$ cat config.mk
export PLATFORM = sky130hd
export DESIGN_NAME = instr_sequencer_flat
export DESIGN_NICKNAME = d
export VERILOG_FILES = /design/src/rtl/instr_sequencer_if.sv /design/src/rtl/instr_sequencer.sv /design/src/flat_wrapper.sv
export SDC_FILE = /design/constraint.sdc
export NUM_CORES = 1
export LEC_CHECK = 0
export CAP_MARGIN = 10
export CORE_MARGIN = 2
export CORE_UTILIZATION = 51
export DETAILED_ROUTE_END_ITERATION = 10
export PLACE_DENSITY = 0.83
export SYNTH_ARGS = -nofsm -noshare
export SYNTH_HDL_FRONTEND = slang
export SYNTH_SLANG_ARGS = --single-unit
$ cat constraint.sdc
create_clock -name CLK -period 4.6 [get_ports CLK]
set_clock_uncertainty 0.2 [all_clocks]
set_input_delay 0.92 -clock CLK [delete_from_list [all_inputs] [get_ports CLK]]
set_output_delay 0.92 -clock CLK [all_outputs]
set_load 0.05 [all_outputs]
$ cat src/rtl/instr_sequencer_if.sv
`default_nettype none
// ============================================================================
// Module      : instr_sequencer_if
// Description : Instruction-fetch port and datapath control bundle driven by
//               instr_sequencer. The master side is the sequencer. The slave
//               side is the instruction memory and datapath.
// Revision    : 1.0 - initial release
// ============================================================================
interface instr_sequencer_if #(
  parameter int unsigned DATA_WIDTH = 32,
  parameter int unsigned PC_WIDTH   = 16
);
  // instruction fetch handshake
  logic                  I_REQ;
  logic [PC_WIDTH-1:0]   I_ADDR;
  logic [DATA_WIDTH-1:0] I_DATA;
  logic                  I_VALID;
  // datapath control fields
  logic [21:0]           OSD;
  logic [1:0]            SEL;
  logic [DATA_WIDTH-1:0] A_IMM;
  logic [DATA_WIDTH-1:0] B_IMM;
  logic [DATA_WIDTH-1:0] ADDR;
  logic                  X;
  logic                  Y;
  logic                  R_W;
  logic [5:0]            W_INST;
  logic [5:0]            R_INST;

  modport master (
    output I_REQ, I_ADDR, OSD, SEL, A_IMM, B_IMM, ADDR, X, Y, R_W, W_INST, R_INST,
    input  I_DATA, I_VALID
  );

  modport slave (
    input  I_REQ, I_ADDR, OSD, SEL, A_IMM, B_IMM, ADDR, X, Y, R_W, W_INST, R_INST,
    output I_DATA, I_VALID
  );
endinterface
`default_nettype wire

$ cat src/rtl/instr_sequencer.sv
`default_nettype none
// ============================================================================
// Module      : instr_sequencer
// Description : Fetches instruction words over a request/valid port. It
//               decodes each word into registered datapath control fields.
//               It sequences extension-word fetches and the delayed writeback
//               of loads.
// Revision    : 1.0 - initial release
// ============================================================================
module instr_sequencer #(
  parameter int unsigned         DATA_WIDTH = 32,
  parameter int unsigned         PC_WIDTH   = 16,
  parameter logic [PC_WIDTH-1:0] RESET_PC   = '0,
  parameter int unsigned         MEM_LAT    = 2,
  parameter logic [5:0]          WB_ALU     = 6'h01,
  parameter logic [5:0]          WB_MEM     = 6'h02,
  parameter logic [5:0]          RD_STORE   = 6'h01
) (
  input  wire logic          CLK,
  input  wire logic          RST_N,
  input  wire logic          START,
  instr_sequencer_if.master  bus,
  output logic               BUSY,
  output logic               HALTED
);

  typedef enum logic [2:0] {
    S_IDLE    = 3'd0,
    S_FETCH   = 3'd1,
    S_EXT1    = 3'd2,
    S_EXT2    = 3'd3,
    S_ISSUE   = 3'd4,
    S_MEMWAIT = 3'd5,
    S_WB      = 3'd6,
    S_HALT    = 3'd7
  } state_t;

  localparam logic [1:0] CL_ALU   = 2'b00;
  localparam logic [1:0] CL_LOAD  = 2'b01;
  localparam logic [1:0] CL_STORE = 2'b10;
  localparam logic [1:0] CL_HALT  = 2'b11;

  localparam logic [3:0]          LAT_M1 = 4'(MEM_LAT - 1);
  localparam logic [PC_WIDTH-1:0] PC_ONE = {{(PC_WIDTH-1){1'b0}}, 1'b1};

  state_t                state_q, state_d;
  logic [PC_WIDTH-1:0]   pc_q, pc_d;
  logic [DATA_WIDTH-1:0] instr_q, instr_d;   // opcode word of the instruction in flight
  logic [DATA_WIDTH-1:0] ext1_q, ext1_d;     // first extension word (A of a sel=3 pair)
  logic [3:0]            cnt_q, cnt_d;       // remaining MEMWAIT cycles
  logic                  req_q, req_d;
  logic [21:0]           osd_q, osd_d;
  logic [1:0]            sel_q, sel_d;
  logic [DATA_WIDTH-1:0] a_q, a_d;
  logic [DATA_WIDTH-1:0] b_q, b_d;
  logic [DATA_WIDTH-1:0] addr_q, addr_d;
  logic                  x_q, x_d;
  logic                  y_q, y_d;
  logic                  rw_q, rw_d;
  logic [5:0]            winst_q, winst_d;
  logic [5:0]            rinst_q, rinst_d;
  logic                  busy_q, busy_d;
  logic                  halted_q, halted_d;

  logic w_fetching;
  logic w_accept;

  // A word is consumed only while a fetch state is holding I_REQ high
  assign w_fetching = (state_q == S_FETCH) || (state_q == S_EXT1) || (state_q == S_EXT2);
  assign w_accept   = w_fetching && bus.I_VALID;

  // Next-state sequencing and the control fields for the state being entered
  always_comb begin
    state_d = state_q;
    pc_d    = pc_q;
    instr_d = instr_q;
    ext1_d  = ext1_q;
    cnt_d   = cnt_q;
    a_d     = a_q;
    b_d     = b_q;
    addr_d  = addr_q;
    osd_d   = '0;
    sel_d   = '0;
    x_d     = 1'b0;
    y_d     = 1'b0;
    rw_d    = 1'b0;
    winst_d = '0;
    rinst_d = '0;

    if (w_accept) begin
      pc_d = pc_q + PC_ONE;
    end

    case (state_q)
      S_IDLE, S_HALT: begin
        if (START) state_d = S_FETCH;
      end
      S_FETCH: begin
        if (w_accept) begin
          instr_d = bus.I_DATA;
          case (bus.I_DATA[31:30])
            CL_ALU:  state_d = (bus.I_DATA[25:24] == 2'd0) ? S_ISSUE : S_EXT1;
            CL_HALT: state_d = S_HALT;
            default: state_d = S_EXT1;
          endcase
        end
      end
      S_EXT1: begin
        if (w_accept) begin
          ext1_d  = bus.I_DATA;
          state_d = ((instr_q[31:30] == CL_ALU) && (instr_q[25:24] == 2'd3)) ? S_EXT2 : S_ISSUE;
        end
      end
      S_EXT2: begin
        if (w_accept) state_d = S_ISSUE;
      end
      S_ISSUE: begin
        if (instr_q[31:30] == CL_LOAD) begin
          state_d = S_MEMWAIT;
          cnt_d   = LAT_M1;
        end else begin
          state_d = S_FETCH;
        end
      end
      S_MEMWAIT: begin
        if (cnt_q == 4'd0) state_d = S_WB;
        else               cnt_d   = cnt_q - 4'd1;
      end
      S_WB: begin
        state_d = S_FETCH;
      end
      default: state_d = S_IDLE;
    endcase

    // ISSUE is only entered on an accepted word, so I_DATA holds the last
    // extension word. The operand fields are loaded at that point.
    if (state_d == S_ISSUE) begin
      case (instr_d[31:30])
        CL_ALU: begin
          osd_d   = {instr_d[29:26], instr_d[23:18], instr_d[17:12], instr_d[11:6]};
          sel_d   = instr_d[25:24];
          winst_d = instr_d[0] ? WB_ALU : 6'd0;
          case (instr_d[25:24])
            2'd1: b_d = bus.I_DATA;
            2'd2: a_d = bus.I_DATA;
            2'd3: begin
              a_d = ext1_q;
              b_d = bus.I_DATA;
            end
            default: ;
          endcase
        end
        CL_LOAD: begin
          osd_d  = {16'd0, instr_d[28:23]};
          x_d    = ~instr_d[29];
          y_d    = instr_d[29];
          rw_d   = 1'b1;
          addr_d = bus.I_DATA;
        end
        CL_STORE: begin
          osd_d   = {4'd0, instr_d[28:23], 12'd0};
          x_d     = ~instr_d[29];
          y_d     = instr_d[29];
          rinst_d = RD_STORE;
          addr_d  = bus.I_DATA;
        end
        default: ;
      endcase
    end else if (state_d == S_WB) begin
      osd_d   = {16'd0, instr_q[28:23]};
      winst_d = WB_MEM;
    end

    req_d    = (state_d == S_FETCH) || (state_d == S_EXT1) || (state_d == S_EXT2);
    busy_d   = (state_d != S_IDLE) && (state_d != S_HALT);
    halted_d = (state_d == S_HALT);
  end

  // State and output registers; reset aborts any fetch or pending writeback
  always_ff @(posedge CLK or negedge RST_N) begin
    if (!RST_N) begin
      state_q  <= S_IDLE;
      pc_q     <= RESET_PC;
      instr_q  <= '0;
      ext1_q   <= '0;
      cnt_q    <= '0;
      req_q    <= 1'b0;
      osd_q    <= '0;
      sel_q    <= '0;
      a_q      <= '0;
      b_q      <= '0;
      addr_q   <= '0;
      x_q      <= 1'b0;
      y_q      <= 1'b0;
      rw_q     <= 1'b0;
      winst_q  <= '0;
      rinst_q  <= '0;
      busy_q   <= 1'b0;
      halted_q <= 1'b0;
    end else begin
      state_q  <= state_d;
      pc_q     <= pc_d;
      instr_q  <= instr_d;
      ext1_q   <= ext1_d;
      cnt_q    <= cnt_d;
      req_q    <= req_d;
      osd_q    <= osd_d;
      sel_q    <= sel_d;
      a_q      <= a_d;
      b_q      <= b_d;
      addr_q   <= addr_d;
      x_q      <= x_d;
      y_q      <= y_d;
      rw_q     <= rw_d;
      winst_q  <= winst_d;
      rinst_q  <= rinst_d;
      busy_q   <= busy_d;
      halted_q <= halted_d;
    end
  end

  assign bus.I_REQ  = req_q;
  assign bus.I_ADDR = pc_q;
  assign bus.OSD    = osd_q;
  assign bus.SEL    = sel_q;
  assign bus.A_IMM  = a_q;
  assign bus.B_IMM  = b_q;
  assign bus.ADDR   = addr_q;
  assign bus.X      = x_q;
  assign bus.Y      = y_q;
  assign bus.R_W    = rw_q;
  assign bus.W_INST = winst_q;
  assign bus.R_INST = rinst_q;
  assign BUSY       = busy_q;
  assign HALTED     = halted_q;

endmodule
`default_nettype wire

$ cat src/flat_wrapper.sv
// flat-port wrapper written by rule: the top's interface ports become plain ports
module instr_sequencer_flat 
#(
  parameter int unsigned         DATA_WIDTH = 32,
  parameter int unsigned         PC_WIDTH   = 16,
  parameter logic [PC_WIDTH-1:0] RESET_PC   = '0,
  parameter int unsigned         MEM_LAT    = 2,
  parameter logic [5:0]          WB_ALU     = 6'h01,
  parameter logic [5:0]          WB_MEM     = 6'h02,
  parameter logic [5:0]          RD_STORE   = 6'h01
)
  (CLK, RST_N, START, BUSY, HALTED, bus_I_REQ, bus_I_ADDR, bus_OSD, bus_SEL, bus_A_IMM, bus_B_IMM, bus_ADDR, bus_X, bus_Y, bus_R_W, bus_W_INST, bus_R_INST, bus_I_DATA, bus_I_VALID);
  instr_sequencer_if #(.DATA_WIDTH(DATA_WIDTH), .PC_WIDTH(PC_WIDTH)) bus_i ();
  input  wire logic CLK;
  input  wire logic RST_N;
  input  wire logic START;
  output logic BUSY;
  output logic HALTED;
  output wire logic [$bits(bus_i.I_REQ)-1:0] bus_I_REQ;
  output wire logic [$bits(bus_i.I_ADDR)-1:0] bus_I_ADDR;
  output wire logic [$bits(bus_i.OSD)-1:0] bus_OSD;
  output wire logic [$bits(bus_i.SEL)-1:0] bus_SEL;
  output wire logic [$bits(bus_i.A_IMM)-1:0] bus_A_IMM;
  output wire logic [$bits(bus_i.B_IMM)-1:0] bus_B_IMM;
  output wire logic [$bits(bus_i.ADDR)-1:0] bus_ADDR;
  output wire logic [$bits(bus_i.X)-1:0] bus_X;
  output wire logic [$bits(bus_i.Y)-1:0] bus_Y;
  output wire logic [$bits(bus_i.R_W)-1:0] bus_R_W;
  output wire logic [$bits(bus_i.W_INST)-1:0] bus_W_INST;
  output wire logic [$bits(bus_i.R_INST)-1:0] bus_R_INST;
  input wire logic [$bits(bus_i.I_DATA)-1:0] bus_I_DATA;
  input wire logic [$bits(bus_i.I_VALID)-1:0] bus_I_VALID;
  assign bus_I_REQ = bus_i.I_REQ;
  assign bus_I_ADDR = bus_i.I_ADDR;
  assign bus_OSD = bus_i.OSD;
  assign bus_SEL = bus_i.SEL;
  assign bus_A_IMM = bus_i.A_IMM;
  assign bus_B_IMM = bus_i.B_IMM;
  assign bus_ADDR = bus_i.ADDR;
  assign bus_X = bus_i.X;
  assign bus_Y = bus_i.Y;
  assign bus_R_W = bus_i.R_W;
  assign bus_W_INST = bus_i.W_INST;
  assign bus_R_INST = bus_i.R_INST;
  assign bus_i.I_DATA = bus_I_DATA;
  assign bus_i.I_VALID = bus_I_VALID;
  instr_sequencer #(.DATA_WIDTH(DATA_WIDTH), .PC_WIDTH(PC_WIDTH), .RESET_PC(RESET_PC), .MEM_LAT(MEM_LAT), .WB_ALU(WB_ALU), .WB_MEM(WB_MEM), .RD_STORE(RD_STORE)) u_core (.CLK(CLK), .RST_N(RST_N), .START(START), .bus(bus_i), .BUSY(BUSY), .HALTED(HALTED));
endmodule
# Word level (Yosys, flattened, before mapping)
# Cells that the tools add are included.
classes:
  n_eq_ne: 24
  n_mux: 33
  n_reduce_logical: 25
  n_addsub: 2
  n_bitwise: 1
op_table:
  columns: ["cell", "n"]
  rows:
  - ["22-bit case mux with 3 select lines", 1]
  - ["32-bit two-way mux", 2]
  - ["32-bit case mux with 2 select lines", 1]
  - ["3-bit two-way mux", 8]
  - ["6-bit two-way mux", 4]
  - ["22-bit two-way mux", 1]
  - ["3-bit equality test, second input constant", 7]
  - ["3-bit case mux with 7 select lines", 1]
  - ["16-bit by 1-bit adder with 16-bit output, second input constant", 1]
  - ["3-bit by 2-bit equality test with 1-bit output, second input constant", 4]
  - ["2-bit equality test, second input constant", 5]
  - ["3-bit AND reduction", 3]
  - ["2-bit logical NOT", 4]
  - ["1-bit two-way mux", 8]
  - ["4-bit two-way mux", 2]
  - ["4-bit case mux with 2 select lines", 1]
  - ["2-bit by 1-bit equality test with 1-bit output, second input constant", 3]
  - ["3-bit by 1-bit equality test with 1-bit output, second input constant", 2]
  - ["2-bit two-way mux", 3]
  - ["3-bit case mux with 2 select lines", 1]
  - ["2-bit AND reduction", 3]
  - ["2-bit OR reduction", 3]
  - ["4-bit logical NOT", 1]
  - ["1-bit logical OR", 4]
  - ["9 further kinds", 12]
totals:
  register_bits: 225
  wordCells: 104
  input_bits: 36
  out_inout_bits: 154

# Depth between registers and ports, before layout
# Gate-level depths: netlist of run 1.
depth:
  word_depth: 10
  mapped_depth: 11
  depth_no_buf: 7

# Worst setup path after synthesis of run 1
# OpenSTA, ideal clock, no wires.
synth_path:
  kind: "input -> register"
  startpoint: "in bus_I_VALID"
  endpoint: "reg u_core.b_q[10] (netlist: u_core.bus.B_IMM[10])"
  arrival_ps: 3253
  setup_time_ps: 128
  setup_slack_ps: 1019
  t_required_ps: 4272
  cell_stages: 10
  path_buffers: 3
  cell_sequence: "and4bb_2 > buf_2 > buf_1 > mux2_2 > inv_1 > ha_1 > and2_1 > nand4_4 > buf_2 > mux2_1"
synth_via:
  elab_cells_between_ends: 13
  cone_classes: "eq/ne (3); mux (6); reduce/logical (4)"
synth_rtl:
  columns: ["element", "line_no", "source"]
  rows:
  - ["start: declaration", "flat_wrapper.sv:32", "input wire logic [$bits(bus_i.I_VALID)-1:0] bus_I_VALID;"]
  - ["1-bit logical AND", "instr_sequencer.sv:70", "assign w_accept = w_fetching && bus.I_VALID;"]
  - ["32-bit two-way mux", "instr_sequencer.sv:99", "if (w_accept) begin"]
  - ["32-bit two-way mux", "instr_sequencer.sv:94", "case (state_q)"]
  - ["net u_core.instr_d[31]", "instr_sequencer.sv:48", "logic [DATA_WIDTH-1:0] instr_q, instr_d;"]
  - ["2-bit logical NOT", "instr_sequencer.sv:138", "case (instr_d[31:30])"]
  - ["3-bit AND reduction (no source line)", null, null]
  - ["end signal: assignment", "instr_sequencer.sv:191", "b_q <= '0;"]
  - ["end signal: assignment", "instr_sequencer.sv:210", "b_q <= b_d;"]
  - ["end: declaration", "instr_sequencer.sv:55", "logic [DATA_WIDTH-1:0] b_q, b_d;"]
# The timed path passes the listed nets, and every way through them passes these cells.
# A chain may end at the register's enable or synchronous reset.

# Final worst setup path of run 1
layout_path:
  startpoint: "in bus_I_DATA[31]"
  endpoint: "reg u_core.addr_q[3] (netlist: u_core.bus.ADDR[3])"
layout_via:
  elab_chain_len: 6
  elab_cells_between_ends: 12
  cone_classes: "eq/ne (4); mux (5); reduce/logical (3)"
layout_rtl:
  columns: ["element", "line_no", "source"]
  rows:
  - ["start: declaration", "flat_wrapper.sv:31", "input wire logic [$bits(bus_i.I_DATA)-1:0] bus_I_DATA;"]
  - ["2-bit equality test or 2-bit logical NOT (tied branches)", "instr_sequencer.sv:101", "case (bus.I_DATA[31:30])"]
  - ["3-bit case mux with 2 select lines", "instr_sequencer.sv:101", null]
  - ["3-bit two-way mux", "instr_sequencer.sv:99", null]
  - ["3-bit case mux with 7 select lines", "instr_sequencer.sv:94", null]
  - ["3-bit equality test", "instr_sequencer.sv:137", "if (state_d == S_ISSUE) begin"]
  - ["2-bit AND reduction (no source line) (*)", null, null]
  - ["end signal: assignment", "instr_sequencer.sv:211", "addr_q <= addr_d;"]
  - ["end: declaration", "instr_sequencer.sv:56", "logic [DATA_WIDTH-1:0] addr_q, addr_d;"]
# Every way passes the cells marked *; elsewhere a longest branch is shown, timed or not.

==> impl_metrics.prom, run 1 <==
# TYPE chip_impl_metric gauge
chip_impl_metric{name="viasPerCell",unit=""} 5.24
chip_impl_metric{name="fraction_of_registers_with_async_set_reset",unit="%"} 100
chip_impl_metric{name="slew-limit-headroom",unit="%"} 43.1
chip_impl_metric{name="syn_to_final_growth",unit="%"} 31.6
chip_impl_info{name="timing.critical_path.to_type",value="flop"} 1
chip_impl_metric{name="synthesized_flop_and_latch_total",unit=""} 211
chip_impl_metric{name="synth_enable_flop_cells",unit=""} 0
chip_impl_metric{name="avgRoutedWirePerCell",unit="um"} 17.8
chip_impl_metric{name="setup_fix_buffers_added_after_clock_tree_synthesis",unit=""} 0
chip_impl_info{name="rr_startpoint",value="u_core.state_q[2]"} 1
chip_impl_metric{name="synthDistinctLibCells",unit=""} 49
chip_impl_info{name="cell_types_with_the_largest_area_share_after_synthesis",value="sky130_fd_sc_hd__dfrtp_1, sky130_fd_sc_hd__mux2_2, sky130_fd_sc_hd__mux2_1, sky130_fd_sc_hd__mux2_4, sky130_fd_sc_hd__nand2_1"} 1
chip_impl_metric{name="clk_latency",unit="ps"} 500
chip_impl_metric{name="worst_ir_drop_vdd",unit="mV"} 0.491
chip_impl_info{name="reg2reg_to",value="u_core.bus.ADDR[0]"} 1
chip_impl_metric{name="cts_hold_buffers",unit=""} 0
chip_impl_metric{name="leakage",unit="uW"} 0.00548
chip_impl_metric{name="vias",unit=""} 5763
chip_impl_info{name="yosys.area.top_type",value="sky130_fd_sc_hd__dfrtp_1"} 1
chip_impl_metric{name="fp-row-count",unit=""} 48
chip_impl_metric{name="final_antenna_net_count",unit=""} 0
chip_impl_metric{name="final_hold_viol_count",unit=""} 0
chip_impl_info{name="outcome",value="finished, final reports clean"} 1
chip_impl_metric{name="floorplan.initialDensity",unit="%"} 51.7
chip_impl_metric{name="worst_ep_required_time",unit="ps"} 4780
chip_impl_metric{name="clk_transition_reported_paths",unit="ps"} 60
chip_impl_metric{name="wire_length_of_the_first_global_routing_pass",unit="um"} 31600
chip_impl_metric{name="die_area",unit="um2"} 18500
chip_impl_metric{name="r2r_slack",unit="ps"} 1460
chip_impl_info{name="hold_path.class",value="in2async"} 1
chip_impl_metric{name="syn-instance-count",unit=""} 671
chip_impl_metric{name="synth-warning-count",unit=""} 0
chip_impl_metric{name="route.final.wire_length",unit="um"} 19600
chip_impl_metric{name="fp.coreArea",unit="um2"} 17200
chip_impl_metric{name="cts-resized-gates",unit=""} 0
chip_impl_metric{name="power_switching",unit="uW"} 3910
chip_impl_metric{name="tritoncts.num_buffers",unit=""} 22
chip_impl_metric{name="final-max-slew-violation-count",unit=""} 0
chip_impl_metric{name="initial_antenna_violation_count",unit=""} 0
chip_impl_metric{name="p_sw_share",unit="%"} 41.8
chip_impl_metric{name="synth_seq_area_share",unit="%"} 59.5
chip_impl_metric{name="cap_viol_max_count",unit=""} 0
chip_impl_metric{name="setup_tns",unit="ps"} 0
chip_impl_metric{name="cell_area_after_synthesis",unit="um2"} 8870
chip_impl_metric{name="p_int",unit="uW"} 5440
chip_impl_metric{name="path_max_fanout",unit=""} 26
chip_impl_metric{name="drive_gt1_share",unit="%"} 20.1
chip_impl_metric{name="ctsLongestPathBuffers",unit=""} 3
chip_impl_metric{name="seqPwrFrac",unit="%"} 32.1
chip_impl_metric{name="violation_count_after_the_first_detailed_route_iteration",unit=""} 290
chip_impl_metric{name="post-place-cells",unit=""} 1061
chip_impl_metric{name="fmax",unit="GHz"} 0.281
chip_impl_info{name="rsz_0062_raised_after_global_routing",value="false"} 1
chip_impl_info{name="ys_dominant_reg_cell",value="sky130_fd_sc_hd__dfrtp_1"} 1
chip_impl_info{name="crit_path_start",value="bus_I_DATA[31]"} 1
chip_impl_metric{name="final_net_count",unit=""} 905
chip_impl_metric{name="timing.final.setup_violations",unit=""} 0
chip_impl_metric{name="syn-mean-instance-area",unit="um2"} 13.2
chip_impl_metric{name="grt_start_max_net_pins",unit=""} 114
chip_impl_metric{name="combinational_share_of_power",unit="%"} 48.8
chip_impl_info{name="cp-endpoint",value="u_core.bus.ADDR[3]"} 1
chip_impl_metric{name="tmin_final",unit="ps"} 3560
chip_impl_metric{name="overflow",unit=""} 0
chip_impl_metric{name="worst_ep_arrival_time",unit="ps"} 3740
chip_impl_metric{name="num_antenna_cells",unit=""} 0
chip_impl_metric{name="post-synth-top-area-fraction",unit="%"} 59.5
chip_impl_metric{name="clock_sink_count",unit=""} 211
chip_impl_metric{name="ios",unit=""} 190
chip_impl_info{name="worstSetupPathType",value="in2reg"} 1
chip_impl_metric{name="worst_r2r_path_depth",unit=""} 6
chip_impl_metric{name="gr-usage-all-layers",unit="%"} 21.7
chip_impl_metric{name="die_height",unit="um"} 136
chip_impl_metric{name="h-tree-depth",unit=""} 1
chip_impl_metric{name="drcViolationCount",unit=""} 0
chip_impl_info{name="cts_root_buf",value="sky130_fd_sc_hd__clkbuf_16"} 1
chip_impl_metric{name="hpwlAfterDp",unit="um"} 13100
chip_impl_metric{name="drt-pass1-iter-count",unit=""} 4
chip_impl_metric{name="pwr_per_cell_area",unit="nW/um2"} 801
chip_impl_metric{name="buffer_ports.inserted",unit=""} 180
chip_impl_info{name="tritoncts",value="done"} 1
chip_impl_metric{name="first_global_vias",unit=""} 5872
chip_impl_metric{name="dieWidth",unit="um"} 136
chip_impl_info{name="setup_crit_start_kind",value="input port"} 1
chip_impl_metric{name="gp_congestion",unit=""} 0.821
chip_impl_metric{name="final_cells",unit=""} 1099
chip_impl_metric{name="pwr-share-clk",unit="%"} 19.2
chip_impl_metric{name="final.period_utilization",unit="%"} 77.4
chip_impl_metric{name="tightest_slew",unit="ps"} 832
## worst min path at each step
stage	depth (start not counted)	from	to	slack, ps
2_1_floorplan	2	u_core.instr_q[23]	u_core.bus.OSD[0]	250
3_3_place_gp	1	u_core.bus.I_ADDR[15]	u_core.bus.I_ADDR[15]	260
3_5_place_dp	1	u_core.bus.I_ADDR[15]	u_core.bus.I_ADDR[15]	270
4_1_cts	1	u_core.bus.I_ADDR[15]	u_core.bus.I_ADDR[15]	280
5_1_grt	1	u_core.bus.I_ADDR[15]	u_core.bus.I_ADDR[15]	280
6_report	1	RST_N	u_core.bus.ADDR[4]	270
## synthesized netlist by cell type (all sizes together), types with 2 or more instances
library cell,count
nor2b,14
dfrtp,211
nor2,19
inv,16
xnor2,11
mux2i,4
ha,9
nor3b,3
nand2,107
o21ai,12
a2111oi,2
nand2b,3
a31oi,3
nand3,6
nand4b,2
nand4,6
nor3,4
a22oi,12
and3,4
a21oi,3
mux2,154
and2,5
buf,26
clkbuf,14
xor2,6
## metal layers
metal  share of wire, %  vias to the layer above  routed length (um)  GRT usage, %
met5                  0                        -                   0             0
met4                2.5                        0                 482          7.35
met3                6.7                       35                1310          4.74
met2                 47                      178                9250          34.3
met1                 44                     2911                8560          30.0
li1                   -                     2639                   -             -
## power groups by stage
stage | clock network [uW] | logic [uW] | registers (uW)
floorplan | 0 | 1630 | 4490
global placement | 0 | 4480 | 2990
detailed placement | 0 | 4560 | 3010
CTS | 1840 | 4590 | 3000
global route | 1910 | 4810 | 3090
finish | 1790 | 4560 | 3000
## cell type report
type / instances / area (um2)
clock buffer: 32 / 659
clock inverter: 6 / 82.6
fill: 1273 / 5500
inverter: 16 / 60.1
multi-input combinational: 412 / 3370
sequential: 211 / 5280
tap: 225 / 282
timing repair buffer: 197 / 1950
## kinds of logic (layout without fill, tap and decap cells)
group	Yosys count	in the layout	share of synthesized area, %
xor+xnor	17	17	1.68
mux	158	158	21.2
other cells	1	9	0.0423
flops	211	211	59.5
simple gates	180	180	9.83
fa+ha+maj	9	9	1.27
compound gates	39	39	3.33
buf+inv	56	251	3.19
## worst max-delay path, stage by stage
cell and delay (ps):
sky130_fd_sc_hd__clkdlybuf4s50_1 600, sky130_fd_sc_hd__inv_1 110, sky130_fd_sc_hd__ha_1 310, sky130_fd_sc_hd__nor2_1 90
sky130_fd_sc_hd__a21boi_0 150, sky130_fd_sc_hd__a2111oi_4 700, sky130_fd_sc_hd__nand4b_4 150, sky130_fd_sc_hd__buf_4 340
sky130_fd_sc_hd__mux2_4 350
## sequential cells by signal, indices dropped and copies added (netlist names), 4 cells and up
register / cells
u_core.bus.OSD: 22
u_core.bus.ADDR: 32
u_core.ext1_q: 32
u_core.bus.A_IMM: 32
u_core.bus.I_ADDR: 16
u_core.bus.B_IMM: 32
u_core.instr_q: 27
u_core.cnt_q: 4
## per-stage QoR
step	worst slack, ps	hold slack [ps]	total power, uW	cell area, um2	utilization [%]
global route	888	279	9810	11700	68.0
detailed placement	551	267	7570	10900	63.7
floorplan	1020	246	6120	8900	-
global placement	624	260	7470	10900	63.7
CTS	1070	276	9420	11700	68.0
finish	1040	268	9350	11700	68.0
## placed cells by master, fill, tap and decap left out, types with 3 or more instances in the layout
cell                                n
sky130_fd_sc_hd__a21oi_1            3
sky130_fd_sc_hd__a22oi_1           12
sky130_fd_sc_hd__and2_1             5
sky130_fd_sc_hd__and3_1             4
sky130_fd_sc_hd__buf_4             16
sky130_fd_sc_hd__clkbuf_1           4
sky130_fd_sc_hd__clkbuf_16         23
sky130_fd_sc_hd__clkbuf_8           5
sky130_fd_sc_hd__clkdlybuf4s50_1  179
sky130_fd_sc_hd__clkinv_2           3
sky130_fd_sc_hd__conb_1             9
sky130_fd_sc_hd__dfrtp_1          211
sky130_fd_sc_hd__ha_1               9
sky130_fd_sc_hd__inv_1             16
sky130_fd_sc_hd__mux2_1            39
sky130_fd_sc_hd__mux2_2            87
sky130_fd_sc_hd__mux2_4            28
sky130_fd_sc_hd__mux2i_1            3
sky130_fd_sc_hd__nand2_1          107
sky130_fd_sc_hd__nand2b_1           3
sky130_fd_sc_hd__nand3_1            6
sky130_fd_sc_hd__nand4_1            4
sky130_fd_sc_hd__nor2_1            19
sky130_fd_sc_hd__nor2b_1           14
sky130_fd_sc_hd__nor3_1             4
sky130_fd_sc_hd__nor3b_1            3
sky130_fd_sc_hd__o21ai_0           12
sky130_fd_sc_hd__xnor2_1           11
sky130_fd_sc_hd__xor2_1             6
No activity file was read; power rests on OpenSTA's default activity.
==> run 2: changes to the inputs <==
--- a/config.mk
+++ b/config.mk
@@ -7,9 +7,9 @@
 export LEC_CHECK = 0
 export CAP_MARGIN = 10
 export CORE_MARGIN = 2
-export CORE_UTILIZATION = 51
+export CORE_UTILIZATION = 46
 export DETAILED_ROUTE_END_ITERATION = 10
-export PLACE_DENSITY = 0.83
+export PLACE_DENSITY = 0.79
 export SYNTH_ARGS = -nofsm -noshare
 export SYNTH_HDL_FRONTEND = slang
 export SYNTH_SLANG_ARGS = --single-unit
==> constraint.sdc (replaced) <==
create_clock -name CLK -period 3 [get_ports CLK]
set_clock_uncertainty 0.2 [all_clocks]
set_input_delay 0.6 -clock CLK [delete_from_list [all_inputs] [get_ports CLK]]
set_output_delay 0.6 -clock CLK [all_outputs]
set_load 0.05 [all_outputs]
==> run 2 against run 1 <==
Against the previous run:
- clock power up 53%
- critical endpoint is now u_core.bus.B_IMM[15]
- critical path depth unchanged
- sequential power up 52%
- highest routed layer unchanged
- sequential cell count unchanged
- cell count up 6.1%
- combinational power up 59%
==> impl_metrics.prom, run 2 (synthesis gave the netlist of run 1 again) <==
# TYPE chip_impl_metric gauge
chip_impl_info{name="hold_path.class",value="reg2reg"} 1
chip_impl_metric{name="viasPerCell",unit=""} 4.95
chip_impl_info{name="crit_chain",value="clkdlybuf4s50_1, inv_1, ha_1, nor2_1, a21boi_0, a2111oi_4, nand4_4, buf_4, mux2_1"} 1
chip_impl_metric{name="wl_met2",unit="um"} 9080
chip_impl_metric{name="max_stage_delay",unit="ps"} 560
chip_impl_metric{name="final_hold_viol_count",unit=""} 0
chip_impl_info{name="layout.cells.most_common",value="sky130_fd_sc_hd__dfrtp_1"} 1
chip_impl_metric{name="setup_fix_buffers_added_after_clock_tree_synthesis",unit=""} 0
chip_impl_metric{name="path_max_fanout",unit=""} 8
chip_impl_metric{name="grt_start_max_net_pins",unit=""} 69
chip_impl_info{name="rsz_0062_raised_after_global_routing",value="true"} 1
chip_impl_metric{name="drcViolationCount",unit=""} 0
chip_impl_metric{name="worst_ep_arrival_time",unit="ps"} 3040
chip_impl_metric{name="worst_ep_required_time",unit="ps"} 3160
chip_impl_metric{name="power_switching",unit="uW"} 6010
chip_impl_metric{name="cell_area_after_layout",unit="um2"} 12000
chip_impl_metric{name="tightest_slew",unit="ps"} 680
chip_impl_metric{name="avgRoutedWirePerCell",unit="um"} 17.2
chip_impl_metric{name="buffer_ports.inserted",unit=""} 180
chip_impl_metric{name="fin_total_pwr",unit="uW"} 14500
chip_impl_info{name="crit_path_top_delay_cell",value="sky130_fd_sc_hd__a2111oi_4"} 1
chip_impl_info{name="setup_crit_start_kind",value="input port"} 1
chip_impl_metric{name="worst_r2r_path_depth",unit=""} 8
chip_impl_metric{name="first_global_vias",unit=""} 5812
chip_impl_metric{name="combinational_share_of_power",unit="%"} 49.8
chip_impl_metric{name="drt-pass1-iter-count",unit=""} 4
chip_impl_metric{name="initial_antenna_violation_count",unit=""} 0
chip_impl_metric{name="drive_gt1_share",unit="%"} 22.6
chip_impl_metric{name="floorplan.initialDensity",unit="%"} 47.1
chip_impl_metric{name="slew-limit-headroom",unit="%"} 54.7
chip_impl_info{name="cts_root_buf",value="sky130_fd_sc_hd__clkbuf_16"} 1
chip_impl_metric{name="h-tree-depth",unit=""} 1
chip_impl_metric{name="worst_slack",unit="ps"} 124
chip_impl_metric{name="wire_length_of_the_first_global_routing_pass",unit="um"} 32200
chip_impl_metric{name="finalCoreUtilization",unit="%"} 63.7
chip_impl_metric{name="seqPwrFrac",unit="%"} 31.3
chip_impl_metric{name="die_area",unit="um2"} 20400
chip_impl_metric{name="die_height",unit="um"} 143
chip_impl_metric{name="gp_congestion",unit=""} 0.813
chip_impl_metric{name="p_int",unit="uW"} 8510
chip_impl_metric{name="timing.final.setup_violations",unit=""} 0
chip_impl_metric{name="ctsLongestPathBuffers",unit=""} 3
chip_impl_metric{name="overflow",unit=""} 0
chip_impl_metric{name="final-max-slew-violation-count",unit=""} 0
chip_impl_metric{name="post-place-cells",unit=""} 1127
chip_impl_metric{name="p_sw_share",unit="%"} 41.4
chip_impl_metric{name="placement.cell_area",unit="um2"} 11300
chip_impl_metric{name="ios",unit=""} 190
chip_impl_metric{name="final.period_utilization",unit="%"} 95.9
chip_impl_metric{name="detailedPlace.worstSlack",unit="ps"} -449
chip_impl_metric{name="pwr_per_cell_area",unit="nW/um2"} 1210
chip_impl_metric{name="clk_transition_reported_paths",unit="ps"} 60
chip_impl_metric{name="dieWidth",unit="um"} 143
chip_impl_metric{name="syn_to_final_growth",unit="%"} 35.1
chip_impl_metric{name="final_cells",unit=""} 1166
chip_impl_metric{name="min_path_cells",unit=""} 1
chip_impl_info{name="outcome",value="finished, final reports clean"} 1
chip_impl_metric{name="final_net_count",unit=""} 938
chip_impl_metric{name="leakage",unit="uW"} 0.00564
chip_impl_metric{name="tritoncts.num_buffers",unit=""} 23
chip_impl_metric{name="met3_length",unit="um"} 1210
chip_impl_metric{name="worst_ir_drop_vdd",unit="mV"} 0.741
chip_impl_metric{name="pwr-share-clk",unit="%"} 18.9
chip_impl_info{name="most_frequent_cells_in_the_layout",value="sky130_fd_sc_hd__dfrtp_1, sky130_fd_sc_hd__clkdlybuf4s50_1, sky130_fd_sc_hd__nand2_1, sky130_fd_sc_hd__mux2_2, sky130_fd_sc_hd__buf_4"} 1
chip_impl_metric{name="cap_viol_max_count",unit=""} 0
chip_impl_metric{name="route.layer.met1.wl",unit="um"} 9230
chip_impl_metric{name="fp.coreArea",unit="um2"} 18800
chip_impl_info{name="worstSetupPathType",value="in2reg"} 1
chip_impl_metric{name="fmax",unit="GHz"} 0.348
chip_impl_info{name="tritoncts",value="done"} 1
chip_impl_metric{name="clk_latency",unit="ps"} 500
chip_impl_info{name="top_layer",value="met4"} 1
chip_impl_metric{name="final_antenna_net_count",unit=""} 0
chip_impl_metric{name="route.final.wire_length",unit="um"} 20000
chip_impl_metric{name="clock_sink_count",unit=""} 211
chip_impl_metric{name="tmin_final",unit="ps"} 2880
chip_impl_metric{name="hpwlAfterDp",unit="um"} 13900
chip_impl_metric{name="violation_count_after_the_first_detailed_route_iteration",unit=""} 226
chip_impl_info{name="timing.critical_path.to_type",value="flop"} 1
chip_impl_metric{name="num_antenna_cells",unit=""} 0
chip_impl_metric{name="fp-row-count",unit=""} 50
chip_impl_metric{name="gr-usage-all-layers",unit="%"} 20.1
chip_impl_metric{name="vias",unit=""} 5770
==> run 2: power by group through the flow <==
stage | combinational (uW) | clock [uW] | sequential (uW)
finish | 7230 | 2740 | 4550
detailed placement | 7270 | 0 | 4590
global placement | 7160 | 0 | 4560
CTS | 7280 | 2800 | 4560
global route | 7660 | 2920 | 4690
floorplan | 2510 | 0 | 6880
==> run 2: critical path: cells and delay by family <==
family | cells | cell delay [ps]
buf+inv | 3 | 820
fa+ha+maj | 1 | 320
compound gates | 2 | 690
simple gates | 2 | 260
mux | 1 | 340
==> run 2: path summary, 6_finish.rpt <==
| path | startpoint | endpoint | slack (ps) |
|---|---|---|---|
| hold reg to reg | u_core.bus.I_ADDR[15] | u_core.bus.I_ADDR[15] | 270 |
| setup reg to reg | u_core.cnt_q[0] | u_core.bus.B_IMM[15] | 190 |
| max in group asynchronous | RST_N | u_core.instr_q[29] | 1390 |
| min in group asynchronous | RST_N | u_core.bus.B_IMM[13] | 460 |
| setup / recovery | bus_I_DATA[30] | u_core.bus.B_IMM[15] | 120 |
| hold / removal | u_core.bus.I_ADDR[15] | u_core.bus.I_ADDR[15] | 270 |
==> run 2: routing by layer <==
metal | track usage (%) | vias up
met5 | 0 | -
met4 | 5.99 | 0
met2 | 31.2 | 171
met3 | 4.83 | 36
met1 | 28.4 | 2849
li1 | - | 2714
==> run 2: timing repair <==
item | 4_1_cts | 5_1_grt
endpoints found under the setup margin | 0 | 104
endpoints found under the hold margin | 64 | 0
resized for setup | 0 | 1
hold buffers | 1 | 0
==> run 2: through the flow <==
stage	hold slack (ps)	TNS [ps]
after floorplan	104	0
after global placement	262	-40420
after detailed placement	268	-48300
after CTS	275	0
after global routing	289	-8.41
final	275	0
==> run 2: area by class of cell <==
class | instances | area [um2]
Tap cell | 260 | 325
Sequential cell | 211 | 5280
Clock inverter | 4 | 70.1
Inverter | 16 | 60.1
Multi-Input combinational cell | 412 | 3370
Fill cell | 1403 | 6840
Timing Repair Buffer | 229 | 2230
Clock buffer | 34 | 657
==> run 3: changes to the inputs <==
--- a/config.mk
+++ b/config.mk
@@ -7,9 +7,10 @@
 export LEC_CHECK = 0
 export CAP_MARGIN = 10
 export CORE_MARGIN = 2
-export CORE_UTILIZATION = 46
+export CORE_UTILIZATION = 57
+export CTS_BUF_LIST = sky130_fd_sc_hd__clkbuf_8
 export DETAILED_ROUTE_END_ITERATION = 10
-export PLACE_DENSITY = 0.79
+export PLACE_DENSITY = 0.91
 export SYNTH_ARGS = -nofsm -noshare
 export SYNTH_HDL_FRONTEND = slang
 export SYNTH_SLANG_ARGS = --single-unit
==> constraint.sdc (replaced) <==
create_clock -name CLK -period 3.35 [get_ports CLK]
set_clock_uncertainty 0.2 [all_clocks]
set_input_delay 0.67 -clock CLK [delete_from_list [all_inputs] [get_ports CLK]]
set_output_delay 0.67 -clock CLK [all_outputs]
set_load 0.05 [all_outputs]
==> run 3 against run 2 <==
Against the previous run:
- routed wire length rose by 1.7%
- register-to-register slack better by 270 ps
- hold slack improved by 4.1 ps
- critical path depth unchanged
- cell count fell by 5.8%
- clock power decreased by 21%
- setup slack better by 270 ps
- first-iteration DRC count grew 33%
- core utilization up 14 points
- count of clock-buffer cells in the layout grew 9
- die area shrank 19%
==> impl_metrics.prom, run 3 (synthesis gave the netlist of run 1 again) <==
# TYPE chip_impl_metric gauge
chip_impl_info{name="outcome",value="finished, final reports clean"} 1
chip_impl_info{name="rsz_0062_raised_after_global_routing",value="false"} 1
chip_impl_metric{name="ctsLongestPathBuffers",unit=""} 3
chip_impl_metric{name="ios",unit=""} 190
chip_impl_metric{name="vias",unit=""} 5932
chip_impl_metric{name="tmin_final",unit="ps"} 2960
chip_impl_metric{name="drive_gt1_share",unit="%"} 22.7
chip_impl_metric{name="min_path_cells",unit=""} 1
chip_impl_metric{name="detailedPlace.worstSlack",unit="ps"} -71.8
chip_impl_metric{name="fp.coreArea",unit="um2"} 15200
chip_impl_metric{name="die_height",unit="um"} 129
chip_impl_metric{name="global_route.usage.met1",unit="%"} 33.1
chip_impl_metric{name="buffer_ports.inserted",unit=""} 180
chip_impl_metric{name="grtUsageMet3",unit="%"} 6.36
chip_impl_metric{name="syn_to_final_growth",unit="%"} 32.3
chip_impl_metric{name="worst_ir_drop_vdd",unit="mV"} 0.733
chip_impl_metric{name="die_area",unit="um2"} 16600
chip_impl_metric{name="gr-usage-all-layers",unit="%"} 25.3
chip_impl_metric{name="grt.met2_usage",unit="%"} 42.1
chip_impl_metric{name="cap_viol_max_count",unit=""} 0
chip_impl_metric{name="tritoncts.num_buffers",unit=""} 35
chip_impl_metric{name="pwr-share-clk",unit="%"} 17.1
chip_impl_metric{name="avgRoutedWirePerCell",unit="um"} 18.5
chip_impl_metric{name="fp-row-count",unit=""} 45
chip_impl_metric{name="viasPerCell",unit=""} 5.40
chip_impl_metric{name="gp_congestion",unit=""} 0.862
chip_impl_metric{name="slew-limit-headroom",unit="%"} 59.9
chip_impl_metric{name="worst_slack",unit="ps"} 394
chip_impl_info{name="grt-busiest-layer",value="met2"} 1
chip_impl_info{name="layout.cells.most_common",value="sky130_fd_sc_hd__dfrtp_1"} 1
chip_impl_metric{name="violation_count_after_the_first_detailed_route_iteration",unit=""} 300
chip_impl_metric{name="initial_antenna_violation_count",unit=""} 0
chip_impl_metric{name="final_net_count",unit=""} 936
chip_impl_metric{name="final_antenna_net_count",unit=""} 0
chip_impl_metric{name="timing.final.setup_violations",unit=""} 0
chip_impl_metric{name="overflow",unit=""} 0
chip_impl_metric{name="final_hold_viol_count",unit=""} 0
chip_impl_metric{name="area.sequential",unit="um2"} 5280
chip_impl_metric{name="floorplan.initialDensity",unit="%"} 58.4
chip_impl_metric{name="worst_ep_required_time",unit="ps"} 3530
chip_impl_metric{name="final-max-slew-violation-count",unit=""} 0
chip_impl_metric{name="worst_r2r_path_depth",unit=""} 8
chip_impl_metric{name="p_int",unit="uW"} 7280
chip_impl_info{name="setup_crit_start_kind",value="input port"} 1
chip_impl_info{name="hold_path.class",value="reg2reg"} 1
chip_impl_metric{name="route.final.wire_length",unit="um"} 20300
chip_impl_metric{name="wire_length_of_the_first_global_routing_pass",unit="um"} 32700
chip_impl_metric{name="clock_sink_count",unit=""} 211
chip_impl_metric{name="final.period_utilization",unit="%"} 88.2
chip_impl_info{name="cts_root_buf",value="sky130_fd_sc_hd__clkbuf_8"} 1
chip_impl_metric{name="leakage",unit="uW"} 0.00560
chip_impl_metric{name="drt-pass1-iter-count",unit=""} 5
chip_impl_metric{name="seqPwrFrac",unit="%"} 32.4
chip_impl_metric{name="fmax",unit="GHz"} 0.338
chip_impl_metric{name="drcViolationCount",unit=""} 0
chip_impl_metric{name="path_max_fanout",unit=""} 20
chip_impl_metric{name="tightest_slew",unit="ps"} 601
chip_impl_metric{name="combinational_share_of_power",unit="%"} 50.5
chip_impl_metric{name="dieWidth",unit="um"} 129
chip_impl_metric{name="hpwlAfterDp",unit="um"} 14000
chip_impl_metric{name="pwr_per_cell_area",unit="nW/um2"} 1080
chip_impl_info{name="most_frequent_cells_in_the_layout",value="sky130_fd_sc_hd__dfrtp_1, sky130_fd_sc_hd__clkdlybuf4s50_1, sky130_fd_sc_hd__nand2_1, sky130_fd_sc_hd__mux2_2, sky130_fd_sc_hd__clkbuf_8"} 1
chip_impl_metric{name="clk_latency",unit="ps"} 500
chip_impl_metric{name="h-tree-depth",unit=""} 2
chip_impl_info{name="tritoncts",value="done"} 1
chip_impl_metric{name="clk_transition_reported_paths",unit="ps"} 60
chip_impl_info{name="worstSetupPathType",value="in2reg"} 1
chip_impl_metric{name="cts-resized-gates",unit=""} 0
chip_impl_metric{name="nFillCells",unit=""} 944
chip_impl_metric{name="setup_fix_buffers_added_after_clock_tree_synthesis",unit=""} 0
chip_impl_metric{name="multi_input_area",unit="um2"} 3370
chip_impl_metric{name="power_switching",unit="uW"} 5420
chip_impl_metric{name="grt_start_max_net_pins",unit=""} 75
chip_impl_metric{name="finalCoreUtilization",unit="%"} 77.2
chip_impl_info{name="timing.critical_path.to_type",value="flop"} 1
chip_impl_metric{name="worst_ep_arrival_time",unit="ps"} 3130
chip_impl_metric{name="num_antenna_cells",unit=""} 0
chip_impl_metric{name="first_global_vias",unit=""} 6245
chip_impl_metric{name="p_sw_share",unit="%"} 42.7
run 3: final cells by class:
cell class              count  share of cell area [%]
repair buffers            215                    18.1
clock inverters            13                   0.682
flip-flops and latches    211                    45.0
clock buffers              43                    5.04
inverters                  16                   0.512
well taps                 188                    2.00
multi-input cells         412                    28.7
run 3: worst paths after layout:
path                            slack, ps                    end             startpoint
min in group asynchronous             510   u_core.bus.B_IMM[13]                  RST_N
worst min-delay path                  280  u_core.bus.I_ADDR[15]  u_core.bus.I_ADDR[15]
worst max-delay path                  390     u_core.bus.ADDR[7]         bus_I_DATA[30]
max in group asynchronous            1640   u_core.bus.A_IMM[30]                  RST_N
worst min register to register        280  u_core.bus.I_ADDR[15]  u_core.bus.I_ADDR[15]
worst max register to register        460     u_core.bus.ADDR[7]        u_core.cnt_q[0]
run 3: critical path, cell delays in order:
cell and delay (ps):
sky130_fd_sc_hd__clkdlybuf4s50_1 490, sky130_fd_sc_hd__inv_1 70, sky130_fd_sc_hd__ha_1 300, sky130_fd_sc_hd__nor2_1 80
sky130_fd_sc_hd__a21boi_0 130, sky130_fd_sc_hd__a2111oi_4 580, sky130_fd_sc_hd__nand4b_4 250, sky130_fd_sc_hd__buf_12 240
sky130_fd_sc_hd__mux2_4 310
run 3: per-stage QoR:
step           TNS, ps  hold slack [ps]  std cells  total power [uW]  instance area (um2)
4_1_cts              0              284       1098             12800                11700
6_report             0              279       1098             12700                11700
3_3_place_gp     -1300              261       1041             10400                11100
5_1_grt              0              301       1098             13300                11700
3_5_place_dp     -2680              272       1041             10500                11100
2_1_floorplan        0              174        679              8400                 8900
run 3: power by group through the flow:
stage,clock network [uW],logic (uW),registers (uW)
after floorplan,0,2240,6160
after global placement,0,6280,4080
after detailed placement,0,6400,4130
after CTS,2230,6430,4110
after global routing,2350,6770,4220
final,2170,6410,4110
run 3: repair_timing:
item,in CTS,in global routing
hold buffers,1,0
setup endpoints to repair,0,0
hold endpoints to repair,55,0
run 3: per-layer routing:
| layer | vias to the layer above | part of all wire [%] |
|---|---|---|
| met5 | - | 0 |
| met4 | 0 | 1.9 |
| met2 | 198 | 49 |
| li1 | 2693 | - |
| met1 | 3009 | 42 |
| met3 | 32 | 6.5 |
==> patch: new RTL, flow settings as in run 2 <==
`PC_WIDTH` is set to 16 in 3 places; all go to 32.
--- a/src/rtl/instr_sequencer_if.sv
+++ b/src/rtl/instr_sequencer_if.sv
@@ -10,3 +10,3 @@
   parameter int unsigned DATA_WIDTH = 32,
-  parameter int unsigned PC_WIDTH   = 16
+  parameter int unsigned PC_WIDTH   = 32
 );
--- a/src/rtl/instr_sequencer.sv
+++ b/src/rtl/instr_sequencer.sv
@@ -11,3 +11,3 @@
   parameter int unsigned         DATA_WIDTH = 32,
-  parameter int unsigned         PC_WIDTH   = 16,
+  parameter int unsigned         PC_WIDTH   = 32,
   parameter logic [PC_WIDTH-1:0] RESET_PC   = '0,
--- a/src/flat_wrapper.sv
+++ b/src/flat_wrapper.sv
@@ -4,3 +4,3 @@
   parameter int unsigned         DATA_WIDTH = 32,
-  parameter int unsigned         PC_WIDTH   = 16,
+  parameter int unsigned         PC_WIDTH   = 32,
   parameter logic [PC_WIDTH-1:0] RESET_PC   = '0,
Ports: changed (resized bus_I_ADDR); port bits go from 190 to 206. No check against the original RTL was run, so the function may have changed too.
==> patch against run 2 <==
- final cell count rose by 9.9%
- sequential cell count rose by 16
- total power rose by 8.0%
- the flow now finishes with violations (negative setup slack)
- die area rose by 7.1%
- critical endpoint is now u_core.bus.A_IMM[15]$_DFFE_PN0P_
- area after synthesis rose by 7.3%
- largest cell class unchanged
- setup slack got worse by 0.20 ns
- cell area rose by 12%
- first-iteration DRC count rose by 16%
- critical path depth rose by 2
- global-route usage rose by 2.0 points
- routed wire length rose by 21%
==> patch: results (changes against run 2) <==
worstMarginPinSlew_ns: 0.623  # -0.0565 ns
cp_top_family: "multiplexers"
synthTopCellsByCount: "dfrtp_1, nand2_1, mux2_2"
reg2regPathDepth: 11  # +3
firstDrtPassIters: 4  # unchanged
viasPerCell: 5.11  # +3.3%
startpoint: "u_core.state_q[2]$_DFF_PN0_"
grt_pass1_wl_mm: 38.1  # +18%
hpwl_mm: 15.8  # +13%
htree_levels: 1  # unchanged
grt_util_all_layers_pct: 22.2  # +2.0 points
crit_fanout: 7  # -1
synth_cell_types: 54  # +10%
clockBufferDepth: 3  # unchanged
worstPathArrival_ns: 3.27  # +0.23 ns
dp_cells: 1213  # +7.6%
grt_pass1_vias: 6926  # +19%
antennaDiodeCount: 0  # unchanged
synth_area_leaders: "dfrtp_1, mux2_2, nand2_1"
clk_latency_ns: 0.52  # +0.02 ns
min_to: "u_core.bus.I_ADDR[31]$_DFFE_PN0N_"
antenna_found_initial: 0  # unchanged
ys_seq_area_share_pct: 59.7  # +0.16 points
layout_setup_ws_ns: -0.0726  # -0.197 ns
preCtsSetupSlack_ns: -0.741  # -0.292 ns
holdCritPathClass: "reg2reg"
cp_slowest_cell: "nor4bb_4"
p_int_mw: 9.29  # +9.2%
hold_path.startpoint: "u_core.bus.I_ADDR[31]$_DFFE_PN0N_"
p_leak_nw: 6.05  # +7.2%
status: "complete, but fails checks"
drive_gt1_share_pct: 29.2  # +6.6 points
cpPeakStageDelay_ns: 0.43  # -0.13 ns
drt_iter0_markers: 262  # +16%
synthCells: 726  # +8.2%
grt_max_degree: 82  # +19%
cts_root_buf: "clkbuf_16"
setup_tns_ns: -2.43  # -2.43 ns
cts_made_buffers: 25  # +8.7%
timing.rr.end: "u_core.bus.A_IMM[15]$_DFFE_PN0P_"
yosys_warnings: 0  # unchanged
path_clk_slew_ns: 0.06  # about the same
whs_path_depth: 1  # unchanged
gp_congestion: 0.821  # +1.0%
vdd_ir_drop_max_v: 0.000814  # +9.8%
io_buffers: 196  # +8.9%
wire_per_inst_um: 18.8  # +9.9%
synth-main-ff-cell: "dfrtp_1"
nNetsFinal: 1039  # +11%
failed_checks: "negative setup slack"
num_vias: 6553  # +14%
synthArstFlopShare_pct: 100  # unchanged
finalSetupViolCount: 53  # +53
==> patch: logic make-up after synthesis <==
| kind of cell | after synthesis | synth area share (%) |
|---|---|---|
| flip-flops | 227 | 59.7 |
| AND/OR/NAND/NOR | 203 | 10.1 |
| multiplexers | 157 | 19.7 |
| buffers and inverters | 57 | 3.51 |
| AO/OA/AOI/OAI | 39 | 2.79 |
| XOR/XNOR | 33 | 3.04 |
| adder cells (fa/ha/maj) | 9 | 1.18 |
| other | 1 | 0.0394 |
==> patch: worst max path at each step <==
stage	end	slack [ns]	cells past startpoint
after CTS	u_core.bus.A_IMM[30]$_DFFE_PN0P_	-0.02	12
after floorplan	u_core.bus.A_IMM[10]$_DFFE_PN0P_	-0.17	12
final	u_core.bus.A_IMM[15]$_DFFE_PN0P_	-0.07	11
after global placement	u_core.bus.A_IMM[0]$_DFFE_PN0P_	-0.72	10
after detailed placement	u_core.bus.A_IMM[31]$_DFFE_PN0P_	-0.74	10
after global routing	u_core.bus.B_IMM[16]$_DFFE_PN0P_	-0.15	11
==> patch: per-layer routing <==
layer	routed length [um]	up-vias	share of wire, %	track usage (%)
met1	10400	3296	43	29.3
met4	701	0	2.9	7.24
met2	11500	221	48	36.7
met5	0	-	0	0
li1	-	2992	-	-
met3	1590	44	6.6	4.91
==> patch: timing repair <==
action / in CTS / in global routing
hold buffers: 1 / 0
pin swaps: 6 / 3
resized for setup: 27 / 2
setup endpoints to repair: 96 / 64
gates cloned: 5 / 0
hold endpoints to repair: 76 / 0
setup buffers: 16 / 3
==> patch: metrics by stage <==
step,hold WS [ns],instance area (sq um)
floorplan,0.104,9730
global placement,0.264,12200
detailed placement,0.268,12200
CTS,0.280,13500
global route,0.301,13500
finish,0.273,13500
==> patch: worst reg2reg max path, stage by stage, from the launching register on <==
cell      delay (ns)
dfrtp_1         0.41
nor4bb_4        0.43
mux2_4          0.37
inv_4           0.07
ha_4            0.12
inv_2           0.03
a2111o_1        0.42
buf_6           0.14
nor2b_4         0.14
buf_6           0.17
buf_12          0.16
mux2_4          0.31
==> patch: power by group through the flow <==
stage	clock, mW	sequential [mW]	combinational (mW)
6_report	3.02	4.83	7.82
5_1_grt	3.21	4.96	8.22
4_1_cts	3.09	4.82	7.83
3_5_place_dp	0	4.84	7.56
3_3_place_gp	0	4.81	7.41
2_1_floorplan	0	7.11	2.71
==> patch: area by class of cell <==
cell class / instances / area, sq um
fillers: 1484 / 6830
flip-flops and latches: 227 / 5680
multi-input cells: 450 / 3760
repair buffers: 275 / 2800
clock buffers: 37 / 751
well taps: 270 / 338
clock inverters: 8 / 75.1
inverters: 15 / 58.8
